==> src/rtl/mux_4_to_1_rr_arbiter.sv <==
// rtl/mux_4_to_1_rr_arbiter.sv - round-robin select controller for a 4-to-1 single-bit mux
// Optional macro ARB_HOLD_LIMIT_EN enables the HOLD_MAX forced-rotation limit.
module mux_4_to_1_rr_arbiter #(
  parameter int HOLD_MAX = 4
) (
  input  logic       clk,
  input  logic       rst,
  input  logic [3:0] req,
  input  logic [3:0] i,
  output logic [1:0] sel,
  output logic [3:0] grant,
  output logic       gnt_valid,
  output logic       out
);

  typedef enum logic {IDLE, GRANT} state_t;

  state_t     state_q, state_d;
  logic [1:0] sel_q, sel_d;
  logic [3:0] grant_q, grant_d;
  logic       gnt_valid_q, gnt_valid_d;
  logic [1:0] ptr_q, ptr_d;
`ifdef ARB_HOLD_LIMIT_EN
  logic [3:0] cnt_q, cnt_d;
`endif

  logic [2:0] any_win;
  logic [2:0] oth_win;
  logic       take;
  logic [1:0] take_idx;

  // Returns {found, index}: first set bit of r scanning start, start+1, ... mod 4.
  function automatic logic [2:0] rr_search(input logic [3:0] r, input logic [1:0] start);
    logic [2:0] res;
    logic [1:0] idx;
    res = 3'b000;
    for (int j = 3; j >= 0; j--) begin
      idx = start + 2'(j);
      if (r[idx]) res = {1'b1, idx};
    end
    return res;
  endfunction

  always_ff @(posedge clk or posedge rst) begin
    if (rst) begin
      state_q     <= IDLE;
      sel_q       <= 2'd0;
      grant_q     <= 4'b0000;
      gnt_valid_q <= 1'b0;
      ptr_q       <= 2'd0;
`ifdef ARB_HOLD_LIMIT_EN
      cnt_q       <= 4'd0;
`endif
    end else begin
      state_q     <= state_d;
      sel_q       <= sel_d;
      grant_q     <= grant_d;
      gnt_valid_q <= gnt_valid_d;
      ptr_q       <= ptr_d;
`ifdef ARB_HOLD_LIMIT_EN
      cnt_q       <= cnt_d;
`endif
    end
  end

  always_comb begin
    state_d     = state_q;
    sel_d       = sel_q;
    grant_d     = grant_q;
    gnt_valid_d = gnt_valid_q;
    ptr_d       = ptr_q;
`ifdef ARB_HOLD_LIMIT_EN
    cnt_d       = cnt_q;
`endif
    take        = 1'b0;
    take_idx    = 2'd0;
    any_win     = rr_search(req, ptr_q);
    // Handover search skips the current owner and starts just past it.
    oth_win     = rr_search(req & ~(4'b0001 << sel_q), sel_q + 2'd1);

    case (state_q)
      IDLE: begin
        if (any_win[2]) begin
          take     = 1'b1;
          take_idx = any_win[1:0];
        end
      end
      GRANT: begin
        if (!req[sel_q]) begin
          if (oth_win[2]) begin
            take     = 1'b1;
            take_idx = oth_win[1:0];
          end else begin
            state_d     = IDLE;
            grant_d     = 4'b0000;
            gnt_valid_d = 1'b0;
          end
`ifdef ARB_HOLD_LIMIT_EN
        end else if ((cnt_q == 4'(HOLD_MAX)) && oth_win[2]) begin
          take     = 1'b1;
          take_idx = oth_win[1:0];
        end else if (cnt_q != 4'(HOLD_MAX)) begin
          cnt_d = cnt_q + 4'd1;
`endif
        end
      end
      default: state_d = IDLE;
    endcase

    if (take) begin
      state_d     = GRANT;
      sel_d       = take_idx;
      grant_d     = 4'b0001 << take_idx;
      gnt_valid_d = 1'b1;
      ptr_d       = take_idx + 2'd1;
`ifdef ARB_HOLD_LIMIT_EN
      cnt_d       = 4'd1;
`endif
    end
  end

  always_comb begin
    sel       = sel_q;
    grant     = grant_q;
    gnt_valid = gnt_valid_q;
    out       = gnt_valid_q & i[sel_q];
  end

endmodule

==> config.mk <==
export PLATFORM = sky130hd
export DESIGN_NAME = mux_4_to_1_rr_arbiter
export DESIGN_NICKNAME = d
export VERILOG_FILES = /design/src/rtl/mux_4_to_1_rr_arbiter.sv
export SDC_FILE = /design/constraint.sdc
export NUM_CORES = 1
export LEC_CHECK = 0
export BUFFER_PORTS_ARGS = -buffer_cell sky130_fd_sc_hd__buf_2
export CORE_MARGIN = 2
export CORE_UTILIZATION = 47
export DETAILED_ROUTE_END_ITERATION = 16
export PLACE_DENSITY = 0.72
export RECOVER_POWER = 25
export SLEW_MARGIN = 20
export SYNTH_ARGS = -nofsm -noshare
export SYNTH_HDL_FRONTEND = slang
export SYNTH_SLANG_ARGS = --single-unit
==> constraint.sdc <==
create_clock -name clk -period 2.3 [get_ports clk]
set_input_delay 0.23 -clock clk [delete_from_list [all_inputs] [get_ports clk]]
set_output_delay 0.23 -clock clk [all_outputs]
set_load 0.02 [all_outputs]
# [After elaboration in Yosys (flattened, before gate mapping)]
# Index checks and enable logic that the tools add are counted.
[word_totals] regBits=10 input_bits=10 out_inout_bits=8 word_cells=79
[classes] addsub=8 n_lt_le_gt_ge=9 n_eq_ne=2 n_shift=2 mux=47 n_bitwise=4 reduce_logical=2
[op_table] cell="$lt 2x3->1 const B" count=9
[op_table] cell="$mux 3" count=8
[op_table] cell="$bmux 1 s2" count=10
[op_table] cell="$mux 1" count=20
[op_table] cell="$mux 4" count=4
[op_table] cell="$add 2x1->2 const B" count=4
[op_table] cell="$add 2x2->2 const B" count=4
[op_table] cell="$shl 1x2->4 const A" count=2
[op_table] cell="$mux 2" count=3
[op_table] cell="$and 4x4->4" count=1
[op_table] cell="$not 4->4" count=1
[op_table] cell="$pmux 2 s2" count=1
[op_table] cell="$reduce_and 3->1" count=1
[op_table] cell="$ne 2x1->1 const B" count=1
[op_table] cell="$ne 2x2->1 const B" count=1
[op_table] cell="$pmux 1 s2" count=1
[op_table] cell="$reduce_bool 2->1" count=1
[op_table] cell="$and 1x1->1" count=1
[op_table] cell="$not 1->1" count=1

# [Depth between registers and ports, before layout]
# Gate-level depths: netlist of the first run.
[logic_depth] ltp_word=14 ltp_mapped=9 depth_no_buf=9

# [Worst setup path before layout of the first run]
# OpenSTA, ideal clock, no wires.
[synth_timing] path_kind="register to register" from="register sel_q[0] (netlist: sel[0])" to="register grant_q[2] (netlist: grant[2])" setup_ns=0.121 arrival_ns=2.342 t_required_ns=2.179 slack_ns=-0.163 stages_incl_launch_ff=10 n_path_buf=0 period_less_slack_ns=2.463 path_cell_list="dfrtp_1 inv_1 ha_1 nor3b_1 a21o_1 a2111oi_2 o21ba_2 inv_1 ha_1 a22o_1"
[synth_via] elab_chain_len=14 word_cells_on_any_way=33 classes_between="4 x add/sub; 2 x eq/ne; 2 x shift; 21 x mux; 2 x bitwise; 2 x reduce/logical"
[synth_lines] item="from (decl)" line="19" text="logic [1:0] sel_q, sel_d;"
[synth_lines] item="from (signal assigned)" line="56" text="sel_q <= sel_d;"
[synth_lines] item="branches (longest 10 deep; another with $add 2x1->2)"
[synth_lines] item="$mux 2 (*)" line="89" text="if (!req[sel_q]) begin"
[synth_lines] item="$pmux 2 s2 (*)" line="81" text="case (state_q)"
[synth_lines] item="named net take_idx[0]" line="30" text="logic [1:0] take_idx;"
[synth_lines] item="$shl 1x2->4 (*)" line="113" text="grant_d = 4'b0001 << take_idx;"
[synth_lines] item="$mux 4 (*)" line="110" text="if (take) begin"
[synth_lines] item="to (signal assigned)" line="57" text="grant_q <= grant_d;"
[synth_lines] item="to (decl)" line="20" text="logic [3:0] grant_q, grant_d;"
# Mark *: on every way through the listed nets, which the timed path passes. The select of a mux whose other input is x is not followed.
# A chain may end at the register's enable or synchronous reset.

# [Final worst setup path of the first run]
[layout_timing] from="register sel_q[1] (netlist: sel[1])" to="register grant_q[2] (netlist: grant[2])"
# The elaborated chain is that of the path after synthesis.

==> results of run 1 <==
[final cells by class]
type	instances	area, µm²	share of cell area (%)
multi-input combinational	65	566	55.9
sequential	10	251	24.8
timing repair buffer	21	118	11.6
inverter	8	30.0	2.97
clock buffer	4	26.3	2.60
tap	17	21.3	2.10
[worst max path at each step]
stage,endpoint,slack (ps),start
after CTS,grant[2],40,sel[0]
after floorplan,grant[2],30,sel[1]
after global routing,grant[2],30,sel[1]
after global placement,grant[2],100,sel[0]
final,grant[2],130,sel[1]
after detailed placement,grant[2],40,sel[0]
[report_power, final]
group / internal [µW] / switching [µW] / leakage [µW]
Combinational: 471 / 561 / 0.000346
Sequential: 254 / 60.6 / 0.000120
Clock: 67.1 / 62.7 / 0.0000150
Total: 793 / 684 / 0.000481
[cell usage in the layout (no fill, tap or decap), types with 2 or more instances in the layout]
| cell type | count |
|---|---|
| clkbuf_4 | 3 |
| nor4_1 | 2 |
| inv_1 | 7 |
| buf_4 | 3 |
| mux2_4 | 2 |
| a22o_1 | 3 |
| buf_2 | 17 |
| nand2b_1 | 4 |
| nand2_1 | 5 |
| a21oi_1 | 7 |
| ha_1 | 5 |
| nor2b_1 | 5 |
| dfrtp_1 | 9 |
| nor2_1 | 3 |
| o21ai_0 | 3 |
[metrics by stage]
step                setup WS [ps]  instance area, µm²  cells
floorplan                    31.0                 826     84
global placement              101                 950    120
detailed placement           40.2                 950    120
CTS                          37.2                 986    125
global route                 33.8                1010    125
finish                        126                1010    125
[routing by layer]
metal  up-vias  global-route usage (%)  wire (µm)  part of all wire (%)
li1        353                       -          -                     -
met1       350                    27.6        854                    46
met2        19                    32.7        881                    48
met3         5                    3.17         64                   3.5
met4         0                    12.9         43                   2.3
met5         -                       0          0                     0
[worst min-delay path, delay by kind of cell]
| family | cells | cell delay [ps] |
|---|---|---|
| AO/OA/AOI/OAI | 1 | 160 |
| buffers and inverters | 1 | 130 |
| AND/OR/NAND/NOR | 1 | 100 |
[flip-flops by register name, indices dropped and copies added (netlist names)]
signal / flops
grant: 4
sel: 2
gnt_valid: 1
ptr_q: 2
state_q: 1
[cells by family after synthesis]
group	count (synthesis)
AO/OA/AOI/OAI	27
adder cells (fa/ha/maj)	6
buffers and inverters	9
flip-flops	10
multiplexers	5
AND/OR/NAND/NOR	27
[repair_timing]
action                                  CTS  global route
hold endpoints to repair                 10             0
resized for setup                         0             5
hold buffers                              1             0
endpoints found under the setup margin    0             3
==> flow_metrics.tcl, run 1 <==
set metrics [dict create \
    fp.dieArea_um2 2080 \
    yosys.area_share.simple_pct 19.3 \
    ioPinCount 18 \
    synth_edf_count 0 \
    min_path_type "input port to register" \
    postCtsSetupRepairBufs 0 \
    ff2ff_path_depth 9 \
    syn_nets 100 \
    r2r_end "grant[2]" \
    drtIter0Drc 5 \
    hpwlAfterDp_mm 1.45 \
    power_uw 1480 \
    cp_num_cells 9 \
    postRouteAntennaNets 0 \
    drv_slew 0 \
    synth_most_common_cell "dfrtp_1" \
    cts-root-buf "clkbuf_4" \
    whs_ps 392 \
    portBuffers 17 \
    drive_gt1_share_pct 38.0 \
    routed-via-count 727 \
    ys_seq_elements 10 \
    p_per_area_nw_per_um2 1460 \
    synth_top_cell_area_share_pct 30.8 \
    grt_max_degree 11 \
    synth_warnings 0 \
    rsz0062_at_grt "false" \
    syn_inst 84 \
    die_h_um 45.6 \
    relSlewSlack_pct 59.1 \
    wl_per_cell_um 14.8 \
    holdCritStartpoint "req[3]" \
    period_share_pct 94.5 \
    p_leak_uw 0.000481 \
    nFillCells 148 \
    finalCriticalPeriod_ps 2170 \
    finalHoldViolations 0 \
    hold_end "state_q" \
    worstMarginPinSlew_ps 608 \
    skew_ps 9.21 \
    grt_use_total_pct 21.2 \
    nets 125 \
    whs_path_depth 3 \
    antenna_cells 0 \
    clock.fmax_ghz 0.460 \
    ys_types 36 \
    drv_cap 0 \
    critPathMaxStageDelay_ps 430 \
    synthMuxAreaShare_pct 9.09 \
    synth_xor_area_share_pct 0 \
    worst_path_most_repeated_cell "inv_1" \
    overflow 0 \
    cp_slowest_cell "dfrtp_1" \
    reg2reg_slack_ps 130 \
    rows 15 \
    r2r-start "sel[1]" \
    path_cells "inv_1 -> ha_4 -> nor3b_2 -> a21o_1 -> a2111oi_4 -> o21ba_2 -> inv_1 -> ha_1 -> a22o_1" \
    arrival_ps 2340 \
    setup-tns-final_ps 0 \
    first_pass_iters 4 \
    clk_pin_slew_worst_paths_ps 70 \
    yosysTopAreaCell "dfrtp_1" \
    antenna_found_initial 0 \
    numCtsBuffers 3 \
    clkLatencyLatePin_ps 270 \
    first_global_vias 663 \
    clock_sinks 10 \
    synth_async_sr_flop_share_pct 100 \
    drc 0 \
    vdd_ir_drop_max_uv 781 \
    synth_compound_area_share_pct 27.3 \
    grt_pass1_wl_mm 3.04 \
    seq_area_frac_synth_pct 30.8 \
    synth.avg_cell_area_um2 9.67 \
    finish.utilization_pct 60.6 \
    synth.area.top_cells "dfrtp_1 31%, ha_1 9.2%, nor2b_1 4.6%" \
    dieWidth_um 45.6 \
    syn_area_um2 812 \
    start_util_pct 48.6 \
    yosys.area_share.adder_pct 9.24 \
    crit_path_end_kind "register" \
    cts_max_level 1 \
    area_delta_synth_final_pct 24.7 \
    crit_family "compound AO/OA/AOI/OAI gates" \
    cp_max_fo 6 \
    ys.flop_type "dfrtp_1" \
    core_um2 1670 \
    worstSetupStartpointType "register" \
    clockBufferDepth 2 \
    vias_per_cell 5.82 \
    synth_common_cells "10 x dfrtp_1, 8 x inv_1, 7 x a21oi_1, 6 x ha_1, 6 x nor2b_1" \
    wirelength_mm 1.84 \
    required_ps 2470 \
    synth_top_family_by_area "compound AO/OA/AOI/OAI gates" \
    path_buf_inv 2 \
    cts_tree "built" \
    place.gp.congestion 0.930 \
    status "complete, no violations" \
    setup_viol 0 \
    criticalPathCategory "register to register" \
]
Note: power is estimated with default switching activity, not from simulation.
==> run 2, diff against run 1 <==
CORE_UTILIZATION = 50   (was 47)
CTS_BUF_LIST = sky130_fd_sc_hd__clkbuf_2   (was default)
CTS_CLUSTER_SIZE = 16   (was default)
PLACE_DENSITY = 0.76   (was 0.72)
==> run 2 against run 1 <==
Final cell count is 3.2% higher. Critical path type unchanged. Core utilization is 8.0 points higher. Combinational power rose by 4%. Non-clock buffer count increased by 5. Global-route usage decreased by 0.66 points.
==> flow_metrics.tcl, run 2 (synthesis gave the netlist of run 1 again) <==
set metrics [dict create \
    criticalPathCategory "register to register" \
    setup-tns-final_ps 0 \
    hpwlAfterDp_mm 1.38 \
    start_util_pct 53.9 \
    finish.utilization_pct 68.6 \
    skew_ps 10.2 \
    cp_max_fo 5 \
    multi_input_area_um2 557 \
    dieWidth_um 44.3 \
    area_delta_synth_final_pct 27.3 \
    drtIter0Drc 16 \
    mostFrequentLayoutCells "17 x buf_2, 9 x dfrtp_1, 8 x inv_1, 8 x buf_4, 7 x a21oi_1" \
    worstMarginPinSlew_ps 465 \
    cp_slowest_cell "dfrtp_2" \
    clk_pin_slew_worst_paths_ps 110 \
    min_path_type "input port to register" \
    fp.dieArea_um2 1960 \
    clock_sinks 10 \
    antenna_found_initial 0 \
    drv_slew 0 \
    final_common_cell "buf_2" \
    portBuffers 17 \
    cts_tree "built" \
    p_per_area_nw_per_um2 1450 \
    ioPinCount 18 \
    drive_gt1_share_pct 38.9 \
    post_dp_cell_area_um2 963 \
    grt_use_total_pct 20.5 \
    placed_cells 121 \
    required_ps 2470 \
    first_pass_iters 5 \
    finalNonFillerCells 129 \
    worstSetupStartpointType "register" \
    seq_area_um2 251 \
    nFillCells 120 \
    clock.fmax_ghz 0.456 \
    cts_max_level 1 \
    wirelength_mm 1.78 \
    routed-via-count 726 \
    worst_path_most_repeated_cell "buf_4" \
    place.gp.congestion 0.893 \
    finalHoldViolations 0 \
    finalCriticalPeriod_ps 2190 \
    drv_cap 0 \
    die_h_um 44.3 \
    clockBufferDepth 2 \
    critPathMaxStageDelay_ps 460 \
    reg2reg_slack_ps 110 \
    setup_viol 0 \
    rows 14 \
    power_uw 1500 \
    period_share_pct 95.3 \
    nets 130 \
    wl_per_cell_um 13.8 \
    overflow 0 \
    core_um2 1510 \
    arrival_ps 2360 \
    crit_path_end_kind "register" \
    largest_reg_flops 4 \
    clkLatencyLatePin_ps 270 \
    status "complete, no violations" \
    numCtsBuffers 3 \
    design_area_um2 1030 \
    grt_pass1_wl_mm 2.96 \
    path_cells "buf_4 -> buf_4 -> mux2_4 -> o22ai_4 -> nand2_2 -> o31ai_4 -> inv_1 -> ha_1 -> a22o_1" \
    antenna_cells 0 \
    cts-root-buf "clkbuf_2" \
    drc 0 \
    first_global_vias 675 \
    postRouteAntennaNets 0 \
    p_leak_uw 0.000505 \
    vdd_ir_drop_max_uv 828 \
    vias_per_cell 5.63 \
    relSlewSlack_pct 68.7 \
    grt_max_degree 11 \
]
-- run 2: changes by cell type in the layout (fill, tap and decap cells not counted) --
cell	delta
inv_2	-1
inv_1	+1
clkbuf_2	+4
buf_4	+5
nor2b_2	-1
o2111ai_1	+1
nor2b_1	+1
clkbuf_4	-3
o2111ai_2	-1
clkbuf_1	-1
-- run 2: per-stage QoR --
stage | setup slack, ps | hold slack, ps
global placement | 108 | 217
CTS | 13.1 | 381
finish | 109 | 397
global route | -34.5 | 419
floorplan | 31.0 | 70.1
detailed placement | 38.7 | 228
-- run 2: final cells by class --
type / count / share of cell area [%]
well taps: 16 / 1.94
multi-input cells: 65 / 53.9
repair buffers: 26 / 15.0
flip-flops and latches: 10 / 24.3
inverters: 8 / 2.91
clock buffers: 4 / 1.94
-- run 2: critical path: cells and delay by family (launching register included) --
family | cells | cell delay, ps
compound gates | 3 | 670
flops | 1 | 460
buf+inv | 3 | 350
mux | 1 | 300
fa+ha+maj | 1 | 190
simple gates | 1 | 100
-- run 2: final timing paths --
kind	start	endpoint	cells after the start
worst max-delay path	sel[0]	grant[1]	9
min in group asynchronous	rst	grant[1]	3
worst min-delay path	req[3]	state_q	3
worst max register to register	sel[0]	grant[1]	9
max in group asynchronous	rst	sel[0]	3
worst min register to register	grant[0]	grant[0]	2
-- run 2: power breakdown --
part	internal, µW	switching (µW)
logic	524	544
registers	254	63.9
clock network	46.1	65.5
total	824	673
-- run 2: what timing repair did --
action,4_1_cts,5_1_grt
gates resized for setup,0,2
hold buffers,1,0
endpoints found under the hold margin,10,0
setup endpoints to repair,0,3
buffers inserted,0,3
-- run 2: per-layer routing --
| metal | wire length (µm) | vias to the layer above | track usage [%] | share of wire, % |
|---|---|---|---|---|
| met1 | 853 | 337 | 28.6 | 48 |
| met5 | 0 | - | 0 | 0 |
| met4 | 40 | 0 | 9.09 | 2.2 |
| met3 | 102 | 5 | 4.08 | 5.7 |
| li1 | - | 362 | - | - |
| met2 | 788 | 22 | 30.9 | 44 |
==> run 3, diff against run 2 <==
CORE_UTILIZATION = 55   (was 50)
GPL_ROUTABILITY_DRIVEN = 1   (was default)
PLACE_DENSITY = 0.8   (was 0.76)
clock period = 2.1 ns   (was 2.3 ns; I/O delays follow)
==> run 3 against run 2 <==
The flow now finishes with violations (setup timing). Highest routed layer unchanged. Sequential share of layout area fell by 1.6 points. Clock-buffer cell count fell by 1. Largest cell class unchanged. Global-route usage rose by 4.8 points.
==> flow_metrics.tcl, run 3 (synthesis gave the netlist of run 1 again) <==
set metrics [dict create \
    vias_per_cell 6.19 \
    cts_tree "built" \
    drtIter0Drc 32 \
    relSlewSlack_pct 59.7 \
    ioPinCount 18 \
    design_area_um2 1110 \
    min_path_type "input port to asynchronous set/reset pin" \
    final_common_cell "buf_2" \
    violations "setup timing" \
    grt_max_degree 11 \
    crit_path_end_kind "register" \
    drv_cap 0 \
    routed-via-count 817 \
    wl_per_cell_um 17.3 \
    status "finished with violations" \
    antenna_cells 0 \
    post_dp_cell_area_um2 978 \
    antenna_found_initial 0 \
    die_h_um 42.4 \
    power_uw 1880 \
    mostFrequentLayoutCells "17 x buf_2, 12 x buf_4, 8 x dfrtp_1" \
    clockBufferDepth 2 \
    clk_pin_slew_worst_paths_ps 120 \
    cts_max_level 1 \
    rsz0062_at_grt "true" \
    core_um2 1330 \
    numCtsBuffers 3 \
    finalCriticalPeriod_ps 2140 \
    drive_gt1_share_pct 49.6 \
    worstMarginPinSlew_ps 600 \
    period_share_pct 102 \
    required_ps 2260 \
    first_global_vias 717 \
    p_leak_uw 0.000528 \
    drv_slew 0 \
    finalHoldViolations 0 \
    place.gp.congestion 0.971 \
    p_per_area_nw_per_um2 1700 \
    arrival_ps 2300 \
    cp_max_fo 6 \
    cts-root-buf "clkbuf_2" \
    rows 13 \
    grt_use_total_pct 25.3 \
    worstSetupStartpointType "register" \
    dieWidth_um 42.4 \
    clock.fmax_ghz 0.468 \
    post-place-ws_ps -22.8 \
    wirelength_mm 2.29 \
    start_util_pct 60.9 \
    overflow 0 \
    criticalPathCategory "register to register" \
    fp.dieArea_um2 1800 \
    clkLatencyLatePin_ps 290 \
    postRouteAntennaNets 0 \
    hpwlAfterDp_mm 1.44 \
    largest_reg_flops 4 \
    skew_ps 17.7 \
    vdd_ir_drop_max_uv 1180 \
    setup_viol 2 \
    drc 0 \
    clock_sinks 10 \
    nFillCells 75 \
    grt_pass1_wl_mm 3.38 \
    area_delta_synth_final_pct 36.7 \
    first_pass_iters 4 \
    timing.final.ws_setup_ps -37.4 \
    nets 134 \
    portBuffers 17 \
]
## run 3: stage by stage
step / utilization, % / TNS (ps) / cells / hold WS (ps)
2_1_floorplan: - / -15.1 / 84 / 50.0
3_3_place_gp: 73.4 / 0 / 120 / 189
3_5_place_dp: 73.4 / -37.9 / 120 / 198
4_1_cts: 78.1 / 0 / 128 / 442
5_1_grt: 83.2 / -365 / 132 / 451
6_report: 83.2 / -39.7 / 132 / 444
## run 3: routing by layer
| layer | routed length, µm | vias up | global-route usage (%) |
|---|---|---|---|
| li1 | - | 374 | - |
| met1 | 1020 | 398 | 32.9 |
| met2 | 1090 | 39 | 39.4 |
| met3 | 143 | 6 | 7.76 |
| met4 | 32 | 0 | 9.38 |
| met5 | 0 | - | 0 |
## run 3: worst max-delay path, stage by stage, from the launching register on
cell and delay (ps):
dfrtp_2 450, inv_4 70, ha_4 320, nor3b_4 50
a21o_1 170, a2111oi_4 350, o21ba_4 200, inv_2 40
ha_4 150, a22o_1 210
## run 3: cell type report
| type | count | area [µm²] | share of cell area, % |
|---|---|---|---|
| multi-input cells | 65 | 602 | 54.2 |
| flip-flops and latches | 10 | 253 | 22.8 |
| repair buffers | 30 | 185 | 16.7 |
| inverters | 8 | 32.5 | 2.93 |
| well taps | 15 | 18.8 | 1.69 |
| clock buffers | 3 | 15.0 | 1.35 |
| clock inverters | 1 | 3.75 | 0.338 |
## run 3: where the power goes
part	internal, µW	switching [µW]	leakage, µW
Sequential	280	91.1	0.000119
Combinational	678	715	0.000395
Clock	41.3	77.4	0.0000140
## run 3: path summary, 6_finish.rpt
check / depth (start not counted) / endpoint / startpoint / slack (ps)
setup reg to reg: 9 / grant[2] / sel[0] / -40
max in group asynchronous: 3 / sel[1] / rst / 1330
hold reg to reg: 2 / grant[0] / grant[0] / 520
min in group clk: 4 / state_q / req[3] / 450
hold / removal: 3 / ptr_q[1] / rst / 440
setup / recovery: 9 / grant[2] / sel[0] / -40
## run 3: repair_timing
| item | 4_1_cts | 5_1_grt |
|---|---|---|
| cloned | 0 | 0 |
| hold buffers | 1 | 0 |
| pin swaps | 1 | 1 |
| endpoints found under the hold margin | 10 | 0 |
| resized for setup | 1 | 8 |
| setup endpoints to repair | 3 | 4 |
| setup buffers | 3 | 4 |
